`src/rtl/dvp_rgb565_capture_if.sv`:
```
// DVP camera inputs bundled with the pixel FIFO write port.
// The camera/FIFO side drives through master; the capture block uses slave.
interface dvp_rgb565_capture_if;
  logic        cam_vsync;
  logic        cam_href;
  logic [7:0]  cam_data;
  logic        fifo_full;
  logic [15:0] fifo_data_out;
  logic        fifo_write_en;

  modport master (
    output cam_vsync, cam_href, cam_data, fifo_full,
    input  fifo_data_out, fifo_write_en
  );

  modport slave (
    input  cam_vsync, cam_href, cam_data, fifo_full,
    output fifo_data_out, fifo_write_en
  );
endinterface

```
`src/rtl/dvp_rgb565_capture.sv`:
```
// OV5640 DVP capture stage on the camera pixel clock.
// Aligns to vsync, optionally skips settling frames, pairs bytes into RGB565
// pixels, clips to the display window and writes pixels into the FIFO,
// counting the pixels that are dropped while the FIFO is full.
module dvp_rgb565_capture #(
  parameter int H_ACTIVE    = 640,
  parameter int V_ACTIVE    = 480,
  parameter int SKIP_FRAMES = 2,
  parameter bit VSYNC_POL   = 1'b1
) (
  input  logic                       clock,
  input  logic                       resetn,
  dvp_rgb565_capture_if.slave        bus,
  output logic                       frame_start,
  output logic                       frame_done,
  output logic                       overflow,
  output logic [15:0]                drop_count,
  output logic                       sync_error
);

  localparam int COL_W  = $clog2(H_ACTIVE + 1);
  localparam int LINE_W = $clog2(V_ACTIVE + 1);
  localparam int SKIP_W = $clog2(SKIP_FRAMES + 2);
  localparam logic [COL_W-1:0]  COL_MAX  = COL_W'(H_ACTIVE);
  localparam logic [LINE_W-1:0] LINE_MAX = LINE_W'(V_ACTIVE);

  typedef enum logic [1:0] {
    WAIT_VS,
    WAIT_END,
    SKIP,
    CAPTURE
  } state_t;

  state_t state_q, state_d;

  logic              vsync_d1, vsync_d2;
  logic              href_d1, href_d2;
  logic [7:0]        data_d1;
  logic              phase_q;
  logic [7:0]        high_q;
  logic [COL_W-1:0]  col_q;
  logic [LINE_W-1:0] line_q;
  logic [SKIP_W-1:0] skip_q;

  logic vs_act, vs_act_d2, vs_rise, vs_fall, href_fall;
  logic pixel_valid, in_window, write_slot;
  logic start_d, done_d, skip_inc;

  assign vs_act      = (vsync_d1 == VSYNC_POL);
  assign vs_act_d2   = (vsync_d2 == VSYNC_POL);
  assign vs_rise     = vs_act & ~vs_act_d2;
  assign vs_fall     = ~vs_act & vs_act_d2;
  assign href_fall   = href_d2 & ~href_d1;
  assign pixel_valid = href_d1 & phase_q;
  assign in_window   = (col_q < COL_MAX) && (line_q < LINE_MAX);
  // An active vsync overrides any simultaneous href, so no pixel slips out
  // while the frame is being closed.
  assign write_slot  = (state_q == CAPTURE) && pixel_valid && in_window && !vs_act;

  // Register the DVP pins once, plus a second copy for edge detection.
  always_ff @(posedge clock) begin
    if (!resetn) begin
      vsync_d1 <= 1'b0;
      vsync_d2 <= 1'b0;
      href_d1  <= 1'b0;
      href_d2  <= 1'b0;
      data_d1  <= 8'h00;
    end else begin
      vsync_d1 <= bus.cam_vsync;
      vsync_d2 <= vsync_d1;
      href_d1  <= bus.cam_href;
      href_d2  <= href_d1;
      data_d1  <= bus.cam_data;
    end
  end

  // Frame alignment: wait for a full vsync interval, then skip or capture.
  always_comb begin
    state_d  = state_q;
    start_d  = 1'b0;
    done_d   = 1'b0;
    skip_inc = 1'b0;
    unique case (state_q)
      WAIT_VS: begin
        if (vs_act) state_d = WAIT_END;
      end
      WAIT_END: begin
        if (vs_fall) begin
          if (int'(skip_q) < SKIP_FRAMES) begin
            state_d = SKIP;
          end else begin
            state_d = CAPTURE;
            start_d = 1'b1;
          end
        end
      end
      SKIP: begin
        if (vs_rise) begin
          skip_inc = 1'b1;
          state_d  = WAIT_END;
        end
      end
      CAPTURE: begin
        if (vs_rise) begin
          done_d  = 1'b1;
          state_d = WAIT_END;
        end
      end
      default: state_d = WAIT_VS;
    endcase
  end

  // State register and the count of settling frames already discarded.
  always_ff @(posedge clock) begin
    if (!resetn) begin
      state_q <= WAIT_VS;
      skip_q  <= '0;
    end else begin
      state_q <= state_d;
      if (skip_inc) skip_q <= skip_q + 1'b1;
    end
  end

  // Byte phase: even bytes are the high half, odd bytes complete a pixel.
  always_ff @(posedge clock) begin
    if (!resetn) begin
      phase_q <= 1'b0;
      high_q  <= 8'h00;
    end else if (!href_d1) begin
      phase_q <= 1'b0;
    end else begin
      phase_q <= ~phase_q;
      if (!phase_q) high_q <= data_d1;
    end
  end

  // Column and line position used to clip to the display window.
  always_ff @(posedge clock) begin
    if (!resetn) begin
      col_q  <= '0;
      line_q <= '0;
    end else begin
      if (!href_d1) begin
        col_q <= '0;
      end else if (pixel_valid && (col_q < COL_MAX)) begin
        col_q <= col_q + 1'b1;
      end
      if (start_d) begin
        line_q <= '0;
      end else if (href_fall && (line_q < LINE_MAX)) begin
        line_q <= line_q + 1'b1;
      end
    end
  end

  // FIFO write port, drop accounting and odd-length line detection.
  always_ff @(posedge clock) begin
    if (!resetn) begin
      bus.fifo_write_en <= 1'b0;
      bus.fifo_data_out <= 16'h0000;
      overflow          <= 1'b0;
      drop_count        <= 16'h0000;
      sync_error        <= 1'b0;
    end else begin
      bus.fifo_write_en <= 1'b0;
      if (write_slot) begin
        if (!bus.fifo_full) begin
          bus.fifo_write_en <= 1'b1;
          bus.fifo_data_out <= {high_q, data_d1};
        end else begin
          overflow <= 1'b1;
          if (drop_count != 16'hFFFF) drop_count <= drop_count + 16'd1;
        end
      end
      if (!href_d1 && phase_q) sync_error <= 1'b1;
    end
  end

  // Registered one-cycle frame boundary pulses.
  always_ff @(posedge clock) begin
    if (!resetn) begin
      frame_start <= 1'b0;
      frame_done  <= 1'b0;
    end else begin
      frame_start <= start_d;
      frame_done  <= done_d;
    end
  end

endmodule

```
`src/flat_wrapper.sv`:
```
// flat-port wrapper written by rule: the top's interface ports become plain ports
module dvp_rgb565_capture_flat 
#(
  parameter int H_ACTIVE    = 640,
  parameter int V_ACTIVE    = 480,
  parameter int SKIP_FRAMES = 2,
  parameter bit VSYNC_POL   = 1'b1
)
  (clock, resetn, frame_start, frame_done, overflow, drop_count, sync_error, bus_cam_vsync, bus_cam_href, bus_cam_data, bus_fifo_full, bus_fifo_data_out, bus_fifo_write_en);
  dvp_rgb565_capture_if bus_i ();
  input  logic clock;
  input  logic resetn;
  output logic frame_start;
  output logic frame_done;
  output logic overflow;
  output logic [15:0] drop_count;
  output logic sync_error;
  input wire logic [$bits(bus_i.cam_vsync)-1:0] bus_cam_vsync;
  input wire logic [$bits(bus_i.cam_href)-1:0] bus_cam_href;
  input wire logic [$bits(bus_i.cam_data)-1:0] bus_cam_data;
  input wire logic [$bits(bus_i.fifo_full)-1:0] bus_fifo_full;
  output wire logic [$bits(bus_i.fifo_data_out)-1:0] bus_fifo_data_out;
  output wire logic [$bits(bus_i.fifo_write_en)-1:0] bus_fifo_write_en;
  assign bus_i.cam_vsync = bus_cam_vsync;
  assign bus_i.cam_href = bus_cam_href;
  assign bus_i.cam_data = bus_cam_data;
  assign bus_i.fifo_full = bus_fifo_full;
  assign bus_fifo_data_out = bus_i.fifo_data_out;
  assign bus_fifo_write_en = bus_i.fifo_write_en;
  dvp_rgb565_capture #(.H_ACTIVE(H_ACTIVE), .V_ACTIVE(V_ACTIVE), .SKIP_FRAMES(SKIP_FRAMES), .VSYNC_POL(VSYNC_POL)) u_core (.clock(clock), .resetn(resetn), .bus(bus_i), .frame_start(frame_start), .frame_done(frame_done), .overflow(overflow), .drop_count(drop_count), .sync_error(sync_error));
endmodule
```
`config.mk`:
```
export PLATFORM = sky130hd
export DESIGN_NAME = dvp_rgb565_capture_flat
export DESIGN_NICKNAME = d
export VERILOG_FILES = /design/src/rtl/dvp_rgb565_capture_if.sv /design/src/rtl/dvp_rgb565_capture.sv /design/src/flat_wrapper.sv
export SDC_FILE = /design/constraint.sdc
export NUM_CORES = 1
export LEC_CHECK = 0
export CAP_MARGIN = 25
export CORE_ASPECT_RATIO = 0.5
export CORE_MARGIN = 1
export CORE_UTILIZATION = 28
export DETAILED_ROUTE_END_ITERATION = 10
export GPL_ROUTABILITY_DRIVEN = 0
export PLACE_DENSITY_LB_ADDON = 0.3
export SLEW_MARGIN = 20
export SYNTH_ARGS = -nofsm -noshare
export SYNTH_HDL_FRONTEND = slang
export SYNTH_SLANG_ARGS = --single-unit
```
`constraint.sdc`:
```
create_clock -name clock -period 2 [get_ports clock]
set_input_delay 0.2 -clock clock [delete_from_list [all_inputs] [get_ports clock]]
set_output_delay 0.2 -clock clock [all_outputs]
set_load 0.05 [all_outputs]
```
==> results.tsv <==
stage	metric	value	unit
sta	timing.final.crit_share	91.1	%
global_route	grt.overflow.total	0	
floorplanning	initial_utilization	28.8	%
clock_network	clockBufferDepth	2	
global_route	grt_pass1_wl	10900	microns
sta	setup_viol	0	
status	failed_checks	DRC	
drt	drc_errors	4	
floorplanning	design.die.area	11800	sq um
drt	wl_per_cell	11.9	microns
layout	n_antenna_cell	0	
critical_path	required	2.26	ns
synth	synth_warnings	0	
power_and_ir_drop	power_leakage	1.46	nW
layout	nets	408	
synth	ys_ff_latch	81	
clock_network	cts_resized	0	
placement	hpwl	4530	microns
clock_network	postCtsSetupRepairBufs	0	
synth	ys.flop_type	dfxtp_1	
synth	synth_area_leaders	dfxtp_1 (51%), mux2i_1 (6.3%), nor2_1 (6.0%)	
critical_path	crit_path_start_kind	register	
clock_network	clkSlewWorstSetupHoldPaths	0.06	ns
global_route	antenna_found_initial	0	
synth	synth_edf_count	0	
sta	whs	0.441	ns
power_and_ir_drop	peakVddDrop	0.306	mV
floorplanning	core-area	11000	sq um
synth	synth_cells	336	
layout	fillCellCount	1106	
synth	yosysTopAreaCellShare	50.9	%
sta	fmax	549	MHz
global_route	grt_max_degree	24	
floorplanning	std_cell_rows	27	
synth	synth_area	3180	sq um
drt	dr.pass1.iters	7	
placement	io_buffers	49	
floorplanning	io_pins	50	
synth	synthTopCellsByCount	dfxtp_1 (81), nor2_1 (51), nand2_1 (34)	
synth	synth_seq_area_share	50.9	%
drt	routed_via_density	4.54	
sta	tns	0	ns
clock_network	clock_sinks	81	
sta	rsz0062_at_grt	false	
sta	fin_skew	0.00745	ns
synth	synthArstFlopShare	0	%
critical_path	path_class	register to register	
drt	ant_nets	0	
synth	avgSynthCellArea	9.48	sq um
drt	vias	2463	
power_and_ir_drop	total_power	3.26	mW
clock_network	cts_buffers	9	
drt	drt_wl_total	6470	microns
drt	drt_iter0_drc	83	
clock_network	root_buffer	clkbuf_16	
critical_path	end_kind	register	
global_route	grt_usage	11.7	%
synth	ys_types	44	
sta	slew_violations	0	
sta	hold_violations	0	
clock_network	htree_num_levels	3	
layout	layout.cells.non_filler	542	
layout	layout-drive-gt1-share	11.8	%
critical_path	cp.arrival	2.09	ns
clock_network	postCtsHoldBufs	0	
floorplanning	die_h	77.4	microns
status	run_status	finished, violations left	
layout	final_area	4150	sq um
power_and_ir_drop	power.density	784	nW/um^2
placement	place_inst	526	
synth	synth_most_common_cell	dfxtp_1	
synth	synth_nets	352	
critical_path	path_max_fanout	16	
layout	syn2layout_area_growth	30.5	%
floorplanning	dieWidth	153	microns
hold_path	hp-class	primary input to register	
clock_network	cts_tree	done	
sta	relSlewSlack	60.4	%
run	drv_cap	0	
sta	period_needed	1.82	ns
placement	placedInstanceArea	3880	sq um
clock_network	insertion_delay	0.34	ns
synth	yosys.area.top_type	dfxtp_1	
sta	worst_pin_slew	0.592	ns
global_route	grt_pass1_vias	2275	
-- sequential cells by signal (all words and copies together) (netlist names), 2 cells and up --
signal	count
u_core.drop_count	16
u_core.data_d1	8
u_core.bus.fifo_data_out	16
u_core.col_q	10
u_core.line_q	9
u_core.state_q	2
u_core.skip_q	2
u_core.high_q	8
-- kinds of logic after synthesis --
kind of cell    count (synthesis)  synth area share [%]
compound gates                 31                  5.62
fa+ha+maj                       3                  1.18
buf+inv                        17                  2.83
xor+xnor                       21                  5.78
simple gates                  163                  27.4
mux                            20                  6.29
flops                          81                  50.9
-- cell usage in the layout (no fill, tap or decap), types with 2 or more instances in the layout --
cell | Yosys | routed
and2_1 | 16 | 16
dfxtp_1 | 81 | 66
dfxtp_2 | 0 | 15
a21oi_1 | 16 | 16
and3_1 | 5 | 5
inv_1 | 3 | 3
o211ai_1 | 4 | 4
nor3_1 | 2 | 2
or3_1 | 4 | 4
clkdlybuf4s50_1 | 0 | 49
mux2i_1 | 20 | 20
nor2b_1 | 2 | 2
a31oi_1 | 2 | 2
nand3_1 | 9 | 9
or4_1 | 5 | 5
clkbuf_16 | 0 | 9
xor2_1 | 13 | 13
clkinv_2 | 0 | 3
ha_1 | 3 | 3
xnor2_1 | 8 | 8
o21ai_0 | 5 | 5
buf_4 | 0 | 8
nand2_1 | 34 | 34
nor4_1 | 2 | 2
and4_1 | 5 | 5
nand4_1 | 15 | 15
nor2_1 | 51 | 51
-- critical path: stages (launching register included) --
cell and delay [ns]:
dfxtp_1 0.41, nand2_1 0.14, nor4b_4 0.26, buf_4 0.20, nand3_4 0.16, or4_1 0.44
a21oi_1 0.15
-- per-layer routing --
metal | wire length, microns | GRT usage (%) | vias to the layer above
met5 | 0 | 0 | -
met2 | 2810 | 17.5 | 43
met3 | 286 | 3.80 | 11
met1 | 3270 | 15.2 | 1132
li1 | - | - | 1277
met4 | 105 | 5.66 | 0
-- worst paths after layout --
| check | from | end | slack (ns) | cells past startpoint |
|---|---|---|---|---|
| worst max-delay path | u_core.href_d1 | u_core.drop_count[6] | 0.18 | 6 |
| worst min-delay path | bus_cam_data[0] | u_core.data_d1[0] | 0.44 | 2 |
| worst max register to register | u_core.href_d1 | u_core.drop_count[6] | 0.18 | 6 |
| worst min register to register | u_core.data_d1[5] | u_core.high_q[5] | 0.45 | 2 |
-- power breakdown --
| group | internal, mW | total, mW | switching (mW) |
|---|---|---|---|
| logic | 0.0469 | 0.104 | 0.0570 |
| registers | 1.64 | 1.65 | 0.0164 |
| clock network | 0.869 | 1.50 | 0.630 |
| total | 2.55 | 3.26 | 0.704 |
-- stage by stage --
step / setup WS, ns / util (%)
6_report: 0.178 / 37.6
2_1_floorplan: 0.00287 / -
3_3_place_gp: 0.201 / 35.1
4_1_cts: 0.156 / 37.6
5_1_grt: 0.0238 / 37.6
3_5_place_dp: 0.179 / 35.1
-- area by class of cell --
cell class	instances	area (sq um)	share of cell area [%]
flip-flops and latches	81	1640	39.5
multi-input cells	238	1470	35.5
repair buffers	58	571	13.7
clock buffers	11	243	5.84
well taps	145	181	4.37
clock inverters	5	31.3	0.753
inverters	4	15.0	0.361
No activity file was read; power rests on OpenSTA's default activity.
